## src/rtl/alu9900_defs.vh

```
// ALU opcode encodings shared by alu9900 and every block that drives its ope input.
// Included inside module bodies, so it carries no include guard.
localparam logic [3:0] ALU_LOAD1 = 4'h0;
localparam logic [3:0] ALU_ADD   = 4'h2;
localparam logic [3:0] ALU_SUB   = 4'h3;

```

## src/rtl/mpydiv9900_pkg.sv

```systemverilog
// Shared types and helpers for the TMS9900 MPY/DIV sequencer.
package mpydiv9900_pkg;

  // Operation selected by op_div at start.
  typedef enum logic {
    OP_MPY = 1'b0,
    OP_DIV = 1'b1
  } op_t;

  // Value of the step counter on the sixteenth (final) shift step.
  localparam logic [3:0] STEP_LAST = 4'd15;

  // True when none of the multiplier bits still waiting to be processed are set,
  // judged in the cycle that processes bit 'count' (before the register shifts).
  // The unprocessed bits after this step sit in mul[15-count:1].
  function automatic logic mul_rest_zero(input logic [15:0] mul, input logic [3:0] count);
    logic [15:0] rest;
    rest = (mul >> 1) << ({1'b0, count} + 5'd1);
    return rest == 16'h0000;
  endfunction

endpackage

```

## src/rtl/mpydiv9900.sv

```systemverilog
// Multi-cycle sequencer for the TMS9900 MPY and DIV instructions. Issues one
// alu9900 operation per clock: unsigned shift-add multiply (16x16->32) and
// restoring divide (32/16 -> 16 quotient, 16 remainder).
// Optional feature: define MPYDIV_EARLY_EXIT_EN to let MPY finish as soon as the
// remaining multiplier bits are all zero (product aligned in one cycle).
module mpydiv9900
  import mpydiv9900_pkg::*;
(
  input  logic        clk,
  input  logic        reset,
  input  logic        start,
  input  logic        op_div,
  input  logic [15:0] src,
  input  logic [15:0] dst_hi,
  input  logic [15:0] dst_lo,
  output logic        busy,
  output logic        done,
  output logic [15:0] result_hi,
  output logic [15:0] result_lo,
  output logic        overflow,
  output logic [16:0] alu_arg1,
  output logic [15:0] alu_arg2,
  output logic [3:0]  alu_ope,
  input  logic [15:0] alu_result,
  input  logic        alu_carry
);

  `include "alu9900_defs.vh"

  typedef enum logic [1:0] {
    S_IDLE,
    S_CHECK,
    S_STEP,
    S_DONE
  } state_t;

  state_t      state;
  op_t         op_q;
  logic [15:0] opnd_q;   // DIV: divisor; MPY: multiplicand added on set multiplier bits
  logic [15:0] w_hi;     // DIV: partial remainder; MPY: accumulator
  logic [15:0] w_lo;     // DIV: dividend low / quotient; MPY: multiplier / product low
  logic        ovf_q;
  logic [3:0]  count;

  logic        mpy_carry;
  logic [31:0] mpy_pair;
  logic [31:0] mpy_next;
  logic        mpy_exit;

  // Drive the ALU from the current state; idle value is load1 with zero operands.
  always_comb begin
    alu_arg1 = 17'h0;
    alu_arg2 = 16'h0;
    alu_ope  = ALU_LOAD1;
    case (state)
      S_CHECK: begin
        alu_arg1 = {1'b0, w_hi};
        alu_arg2 = opnd_q;
        alu_ope  = ALU_SUB;
      end
      S_STEP: begin
        if (op_q == OP_DIV) begin
          alu_arg1 = {w_hi, w_lo[15]};
          alu_arg2 = opnd_q;
          alu_ope  = ALU_SUB;
        end else begin
          alu_arg1 = {1'b0, w_hi};
          if (w_lo[0]) begin
            alu_arg2 = opnd_q;
            alu_ope  = ALU_ADD;
          end
        end
      end
      default: begin
        alu_arg1 = 17'h0;
        alu_arg2 = 16'h0;
        alu_ope  = ALU_LOAD1;
      end
    endcase
  end

  // Carry only feeds the accumulator on an add; load1 must shift in a zero.
  assign mpy_carry = (alu_ope == ALU_ADD) && alu_carry;
  assign mpy_pair  = {mpy_carry, alu_result, w_lo[15:1]};

`ifdef MPYDIV_EARLY_EXIT_EN
  // Skip the all-zero tail: do the remaining right shifts in one go and finish.
  assign mpy_exit = mul_rest_zero(w_lo, count);
  assign mpy_next = mpy_pair >> (STEP_LAST - count);
`else
  assign mpy_exit = (count == STEP_LAST);
  assign mpy_next = mpy_pair;
`endif

  // Sequencer FSM with registered status and result outputs.
  always_ff @(posedge clk) begin
    // NOTE: state is updated with non-blocking assignments so every register sees pre-edge values.
    if (reset) begin
      state     <= S_IDLE;
      op_q      <= OP_MPY;
      opnd_q    <= 16'h0;
      w_hi      <= 16'h0;
      w_lo      <= 16'h0;
      ovf_q     <= 1'b0;
      count     <= 4'd0;
      busy      <= 1'b0;
      done      <= 1'b0;
      overflow  <= 1'b0;
      result_hi <= 16'h0;
      result_lo <= 16'h0;
    end else begin
      done <= 1'b0;
      case (state)
        S_IDLE: begin
          busy <= 1'b0;
          if (start) begin
            op_q   <= op_t'(op_div);
            opnd_q <= op_div ? src : dst_hi;
            w_hi   <= op_div ? dst_hi : 16'h0;
            w_lo   <= op_div ? dst_lo : src;
            ovf_q  <= 1'b0;
            count  <= 4'd0;
            busy   <= 1'b1;
            state  <= op_div ? S_CHECK : S_STEP;
          end
        end
        S_CHECK: begin
          // No borrow means the quotient cannot fit in 16 bits (also catches src=0).
          if (alu_carry) begin
            ovf_q <= 1'b1;
            state <= S_DONE;
          end else begin
            count <= 4'd0;
            state <= S_STEP;
          end
        end
        S_STEP: begin
          count <= count + 4'd1;
          if (op_q == OP_DIV) begin
            if (alu_carry) begin
              w_hi <= alu_result;
              w_lo <= {w_lo[14:0], 1'b1};
            end else begin
              w_hi <= {w_hi[14:0], w_lo[15]};
              w_lo <= {w_lo[14:0], 1'b0};
            end
            if (count == STEP_LAST) state <= S_DONE;
          end else begin
            {w_hi, w_lo} <= mpy_next;
            if (mpy_exit) state <= S_DONE;
          end
        end
        S_DONE: begin
          done     <= 1'b1;
          busy     <= 1'b1;
          overflow <= ovf_q;
          if ((op_q == OP_DIV) && !ovf_q) begin
            result_hi <= w_lo;
            result_lo <= w_hi;
          end else begin
            result_hi <= w_hi;
            result_lo <= w_lo;
          end
          state <= S_IDLE;
        end
        default: state <= S_IDLE;
      endcase
    end
  end

endmodule
```

## config.mk

```make
export PLATFORM = sky130hd
export DESIGN_NAME = mpydiv9900
export DESIGN_NICKNAME = d
export VERILOG_FILES = /design/src/rtl/mpydiv9900_pkg.sv /design/src/rtl/mpydiv9900.sv
export VERILOG_INCLUDE_DIRS = /design/src /design/src/rtl
export SDC_FILE = /design/constraint.sdc
export NUM_CORES = 1
export LEC_CHECK = 0
export BUFFER_PORTS_ARGS = -buffer_cell sky130_fd_sc_hd__buf_2
export CAP_MARGIN = 0
export CORE_ASPECT_RATIO = 1.4
export CORE_MARGIN = 4
export CORE_UTILIZATION = 58
export DETAILED_ROUTE_END_ITERATION = 6
export GPL_TIMING_DRIVEN = 0
export PLACE_DENSITY = 0.89
export SLEW_MARGIN = 20
export SYNTH_ARGS = -nofsm -noshare
export SYNTH_HDL_FRONTEND = slang
export SYNTH_SLANG_ARGS = --single-unit
```

## constraint.sdc

```tcl
create_clock -name clk -period 3.7 [get_ports clk]
set_input_delay 0.555 -clock clk [delete_from_list [all_inputs] [get_ports clk]]
set_output_delay 0.555 -clock clk [all_outputs]
set_load 0.01 [all_outputs]
```

==> impl_metrics.ini, run 1 <==
[status]
status = finished clean

[global_route]
grt_pass1_vias = 5372
grtUsageTotal_pct = 31.4
grt_overflow_total = 0
grt_pass1_wl_um = 26400
grt_max_degree = 14
antenna_found_initial = 0

[synth]
synth-seq-cells = 91
ys.flop_type = dfxtp_1
ys_types = 46
seq_area_frac_synth_pct = 33.8
synth-async-reset-ratio_pct = 0
synth_cells = 636
synth_edf_count = 0
yosysWarnings = 0
syn_area_sq_mm = 0.00538
yosys.area.top_type_share_pct = 33.8
synth_area_per_cell_sq_um = 8.47
synth_top_area_cell = dfxtp_1
synth_area_leaders = dfxtp_1 (34%), mux2i_1 (10%), nand2_1 (8.6%), a311oi_2 (8.4%), nor2_1 (5.0%)

[layout]
fin_cells = 894
nNetsFinal = 860
syn2layout_area_growth_pct = 19.9
stdcell_area_sq_mm = 0.00645
antenna_cells = 0
fillerInstances = 734
final_common_cell = buf_2
layout_common_cells = buf_2 (157), nand2_1 (123), dfxtp_1 (91), nor2_1 (71), mux2i_1 (54)
drive_gt1_share_pct = 29.6

[clock_tree]
clk_pin_slew_worst_paths_ns = 0.06
cts_buffer_depth = 2
clock_latency_ns = 0.34
cts_buffers = 9
cts_tree = built
cts-htree-levels = 3
post_cts_resize_count = 0
cts_setup_buffers = 0
cts_num_sinks = 91
holdBufCountCts = 0
root_buffer = clkbuf_16

[floorplanning]
dieArea_sq_mm = 0.0109
io_pins = 141
dieHeight_um = 122
start_util_pct = 59.6
die_x_um = 89.4
core_area_sq_mm = 0.00903
row_count = 41

[flow_run]
drv_cap = 0

[sta]
hold_violations = 0
fin_tns_setup_ns = 0
worstMarginPinSlew_ns = 0.739
rsz0062_at_grt = false
setup_violations = 0
slew_headroom_pct = 50.7
period_share_pct = 77.5
fmax_mhz = 349
clock_skew_ns = 0.00571
fin_crit_ns = 2.87
drv_slew = 0

[worst_setup_path]
cpPeakStageDelay_ns = 0.42
cp.required_ns = 3.14
crit_buf_inv = 4
crit_family = buffers and inverters
path_cells = inv_1, ha_1, buf_6, o21ai_0, a21boi_2, buf_2, and2_1, buf_2
worst_ep_arrival_time_ns = 2.31
crit_type = reg -> out
crit_path_end_kind = primary output
critPathMaxFanout = 10
crit_path_frequent_cell = buf_2
critPathLaunchType = flop
slowest_stage = a21boi_2

[worst_hold_path]
hold_class = reg -> reg

[power_and_ir_drop]
power_frac_comb_pct = 44.5
power_density_mw_per_mm2 = 655
clock_power_share_pct = 19.3
p_switching_mw = 1.83
peakVddDrop_uv = 420
p_sw_share_pct = 43.2
p_leak_nw = 2.72
p_seq_share_pct = 36.2
p_int_mw = 2.40

[placed_design]
place_congestion = 0.937
place_area_sq_mm = 0.00621
dp.cells = 881
dpl.hpwl_um = 13200
io_buffers = 137

[routing]
drt_iter0_markers = 497
drt-pass1-iter-count = 5
drc = 0
wl_per_cell_um = 19.1
ant_nets = 0
num_vias = 5438
wl_um = 17100
viasPerCell = 6.08
==> cells in the mapped netlist (11+ instances only) <==
cell type    n
and2_1      20
nor2b_1     16
a21oi_1     31
clkbuf_1    20
a22oi_1     13
a211oi_1    30
dfxtp_1     91
mux2i_1     54
a311oi_2    30
nand3_1     19
buf_4       11
nand2_1    123
nor2_1      71
a222oi_1    14
buf_2       20
==> area by class of cell <==
cell class | instances | area [sq um] | share of cell area, %
inverters | 7 | 26.3 | 0.407
clock buffers | 10 | 229 | 3.55
repair buffers | 137 | 686 | 10.6
flip-flops and latches | 91 | 1820 | 28.2
multi-input cells | 478 | 3180 | 49.2
clock inverters | 3 | 18.8 | 0.291
well taps | 107 | 134 | 2.07
plain buffers | 61 | 363 | 5.62
==> logic make-up (layout without fill, tap and decap cells) <==
group	Yosys count	after routing	synth area share (%)
compound gates	139	139	22.9
buf+inv	68	218	7.23
flops	91	91	33.8
mux	69	69	13.5
simple gates	262	262	21.1
fa+ha+maj	6	6	1.39
other cells	1	2	0.0697
==> power groups by stage <==
stage	registers [mW]	logic, mW	clock network [mW]
floorplan	1.44	1.35	0
global placement	1.51	1.79	0
finish	1.53	1.88	0.817
detailed placement	1.53	1.84	0
CTS	1.51	1.85	0.820
global route	1.55	2.04	0.862
==> worst register-to-register path: cells and delay by family (launching register included) <==
kind                     cells  cell delay (ns)
flip-flops                   1             0.39
adder cells (fa/ha/maj)      1             0.25
buffers and inverters        4             0.52
AND/OR/NAND/NOR              1             0.15
AO/OA/AOI/OAI                2             0.53
==> metal layers <==
layer	part of all wire (%)	vias up	wire length, um	global-route usage, %
met3	7.8	67	1340	5.48
met5	0	-	0	0
met2	50	314	8560	54.7
met4	4.5	0	773	18.7
met1	38	2497	6430	34.6
li1	-	2560	-	-
==> registers in the layout, summed over array words and instances (netlist names) <==
name / count
busy: 1
count: 4
done: 1
op_q: 1
opnd_q: 16
overflow: 1
ovf_q: 1
result_hi: 16
result_lo: 16
state: 2
w_hi: 16
w_lo: 16
==> stage by stage <==
step                hold slack [ns]  util, %  setup WS (ns)  power [mW]
CTS                           0.475     71.5          0.875        4.18
global placement              0.457     68.8           1.33        3.30
finish                        0.477     71.5          0.832        4.23
detailed placement            0.467     68.8           1.27        3.37
global route                  0.496     71.5          0.766        4.46
floorplan                     0.449        -           1.72        2.79
==> final timing paths <==
kind,from,endpoint,slack (ns),depth (start not counted)
max,state[0],alu_arg2[14],0.83,8
min,count[1],count[1],0.48,2
max reg2reg,state[0],w_hi[11],1.72,8
min reg2reg,count[1],count[1],0.48,2
(Power assumes the default switching activity.)
==> inputs of run 2 (changes only) <==
--- a/config.mk
+++ b/config.mk
@@ -6,14 +6,15 @@
 export SDC_FILE = /design/constraint.sdc
 export NUM_CORES = 1
 export LEC_CHECK = 0
+export ABC_AREA = 1
 export BUFFER_PORTS_ARGS = -buffer_cell sky130_fd_sc_hd__buf_2
 export CAP_MARGIN = 0
 export CORE_ASPECT_RATIO = 1.4
 export CORE_MARGIN = 4
-export CORE_UTILIZATION = 58
+export CORE_UTILIZATION = 48
 export DETAILED_ROUTE_END_ITERATION = 6
 export GPL_TIMING_DRIVEN = 0
-export PLACE_DENSITY = 0.89
+export PLACE_DENSITY = 0.79
 export SLEW_MARGIN = 20
 export SYNTH_ARGS = -nofsm -noshare
 export SYNTH_HDL_FRONTEND = slang
==> constraint.sdc (replaced) <==
create_clock -name clk -period 2.4 [get_ports clk]
set_input_delay 0.36 -clock clk [delete_from_list [all_inputs] [get_ports clk]]
set_output_delay 0.36 -clock clk [all_outputs]
set_load 0.01 [all_outputs]
==> run 2 against run 1 <==
Compared with the run above: wire length is 4.3% higher; clock skew is 0.0037 ns higher; design area is 3.9% lower; global-route usage is 2.3 points lower; die area is 11% higher; combinational power is 53% higher; worst hold slack worse by 0.21 ns; largest cell class unchanged; highest routed layer unchanged.
==> impl_metrics.ini, run 2 <==
[synth]
synth-seq-cells = 91
yosys.area.top_type_share_pct = 36.4
seq_area_frac_synth_pct = 36.4
synth_top_area_cell = dfxtp_1
syn_area_sq_mm = 0.00500
synth_area_per_cell_sq_um = 6.58
synth_edf_count = 0
ys_types = 26
synthTopCellsByCount = nand2_1 (160), dfxtp_1 (91), o21ai_0 (84), a21oi_1 (74), inv_1 (74)
synth_area_leaders = dfxtp_1 (36%), nand2_1 (12%), o21ai_0 (8.4%), a21oi_1 (7.4%), a31oi_1 (6.3%)
synth_cells = 760
ys.flop_type = dfxtp_1
yosysMostFrequentCell = nand2_1
yosysWarnings = 0
synth-async-reset-ratio_pct = 0

[worst_setup_path]
crit_end = alu_arg1[5]
critPathMaxFanout = 10
critPathLaunchType = flop
r2r_cells = 7
r2r_end = w_hi[10]
crit_start = state[0]
crit_type = reg -> out
cp.required_ns = 2.04
path_cells = inv_2, ha_1, clkbuf_4, inv_4, o21ai_4, buf_6, a22oi_1, nor2_1, buf_2
r2r_start = state[0]
cpPeakStageDelay_ns = 0.34
worst_ep_arrival_time_ns = 1.98
reg2reg_slack_ns = 0.54
slowest_stage = dfxtp_1
crit_path_end_kind = primary output

[layout]
drive_gt1_share_pct = 21.2
stdcell_area_sq_mm = 0.00621
antenna_cells = 0
fillerInstances = 1016
syn2layout_area_growth_pct = 24.1
layout_common_cells = nand2_1 (159), buf_2 (152), dfxtp_1 (90), o21ai_0 (84), a21oi_1 (74)
nNetsFinal = 982
final_common_cell = nand2_1

[sta]
setup_violations = 0
fin_ws_ns = 0.0579
fin_crit_ns = 2.34
hold_violations = 0
fmax_mhz = 427
clock_skew_ns = 0.00945
rsz0062_at_grt = true
drv_slew = 0
period_share_pct = 97.6
hold_ws_ns = 0.263
slew_headroom_pct = 61.3
worstMarginPinSlew_ns = 0.580

[routing]
drt-pass1-iter-count = 5
drc = 0
viasPerCell = 5.67
wl_per_cell_um = 17.0
num_vias = 5934
ant_nets = 0
wl_um = 17800
drt_iter0_markers = 680

[power_and_ir_drop]
p_leak_nw = 2.81
clock_power_share_pct = 22.3
p_sw_share_pct = 44.2
peakVddDrop_uv = 461
power_density_mw_per_mm2 = 1120
power_frac_comb_pct = 41.5
p_int_mw = 3.86
p_seq_share_pct = 36.2
p_switching_mw = 3.06

[global_route]
antenna_found_initial = 0
grt_util_met1_pct = 34.6
grt_use_met2_pct = 49.8
grt_overflow_total = 0
grt_util_met3_pct = 3.98
grtUsageTotal_pct = 29.1
grt_pass1_vias = 5434
grt_max_degree = 18
top_usage_layer = met2
grt_pass1_wl_um = 27500

[clock_tree]
cts_buffers = 9
cts_tree = built
clock_latency_ns = 0.35
root_buffer = clkbuf_16
clk_pin_slew_worst_paths_ns = 0.07
cts_num_sinks = 91
cts_buffer_depth = 2
cts-htree-levels = 3

[floorplanning]
dieArea_sq_mm = 0.0121
die_x_um = 94.3
row_count = 43
core_area_sq_mm = 0.0101
start_util_pct = 49.7
dieHeight_um = 129
io_pins = 141

[placed_design]
place_congestion = 0.979
io_buffers = 136
dpl.hpwl_um = 13900
dp_worst_setup_slack_ns = 0.140
place_area_sq_mm = 0.00586

[flow_run]
drv_cap = 0

[status]
status = finished clean

[worst_hold_path]
hold_class = in -> reg
run 2: changes by cell type after synthesis, moves of 14 or more:
| cell | previous run | this run |
|---|---|---|
| o21ai_1 | 1 | 23 |
| nand2_1 | 123 | 160 |
| a222oi_1 | 14 | 0 |
| a31oi_1 | 1 | 50 |
| mux2i_1 | 54 | 0 |
| a21oi_1 | 31 | 74 |
| o211ai_1 | 1 | 25 |
| a311oi_2 | 30 | 0 |
| a211oi_1 | 30 | 1 |
| inv_1 | 6 | 74 |
| and2_1 | 20 | 0 |
| nor2b_1 | 16 | 0 |
| o21ai_0 | 7 | 84 |
run 2: worst min-delay path by stage:
stage | depth (start not counted) | endpoint | startpoint
6_report | 2 | op_q | reset
3_5_place_dp | 2 | opnd_q[15] | opnd_q[15]
2_1_floorplan | 1 | opnd_q[0] | reset
3_3_place_gp | 2 | opnd_q[15] | opnd_q[15]
5_1_grt | 2 | opnd_q[0] | reset
4_1_cts | 2 | opnd_q[0] | reset
run 2: through the flow:
stage	utilization (%)	setup TNS, ns	power (mW)	cells
final	61.7	0	6.93	1047
after global routing	61.7	-0.00910	7.32	1047
after CTS	61.5	0	6.81	1047
after detailed placement	58.2	0	5.26	1032
after global placement	58.2	0	5.22	1032
after floorplan	-	0	4.23	761
run 2: cell families after synthesis:
family,Yosys count,share of synthesized area [%]
buffers and inverters,137,11.5
flip-flops,91,36.4
AO/OA/AOI/OAI,274,30.8
other,1,0.0750
AND/OR/NAND/NOR,251,19.7
adder cells (fa/ha/maj),6,1.50
run 2: layout make-up:
cell class,count,area [sq um],area share [%]
multi-input combinational,533,2630,42.3
clock buffer,12,246,3.97
clock inverter,4,73.8,1.19
inverter,77,292,4.70
buffer,59,294,4.74
sequential,91,1820,29.4
tap,135,169,2.72
timing repair buffer,136,681,11.0
run 2: power groups by stage:
| stage | combinational [mW] | clock [mW] | sequential (mW) |
|---|---|---|---|
| 2_1_floorplan | 1.91 | 0 | 2.32 |
| 3_3_place_gp | 2.73 | 0 | 2.49 |
| 3_5_place_dp | 2.77 | 0 | 2.49 |
| 4_1_cts | 2.80 | 1.54 | 2.46 |
| 5_1_grt | 3.18 | 1.60 | 2.54 |
| 6_report | 2.87 | 1.55 | 2.50 |
run 2: repair_timing:
| action | in CTS | in global routing |
|---|---|---|
| endpoints found under the setup margin | 25 | 20 |
| pin swaps | 0 | 1 |
| hold buffers | 0 | 0 |
| buffers inserted | 0 | 0 |
| resized for setup | 5 | 10 |
run 2: worst max-delay path: cells and delay by family, from the launching register on:
family	cells	cell delay, ns
and+or+nand+nor	1	0.14
adders and majority gates	1	0.15
AOI/OAI and AO/OA	2	0.31
buffers and inverters	5	0.68
DFF	1	0.34
run 2: metal layers:
layer	vias up	part of all wire (%)	wire, um
met5	-	0	0
met4	0	4.7	829
met3	61	8.5	1520
met2	359	49	8650
met1	2662	38	6820
li1	2852	-	-
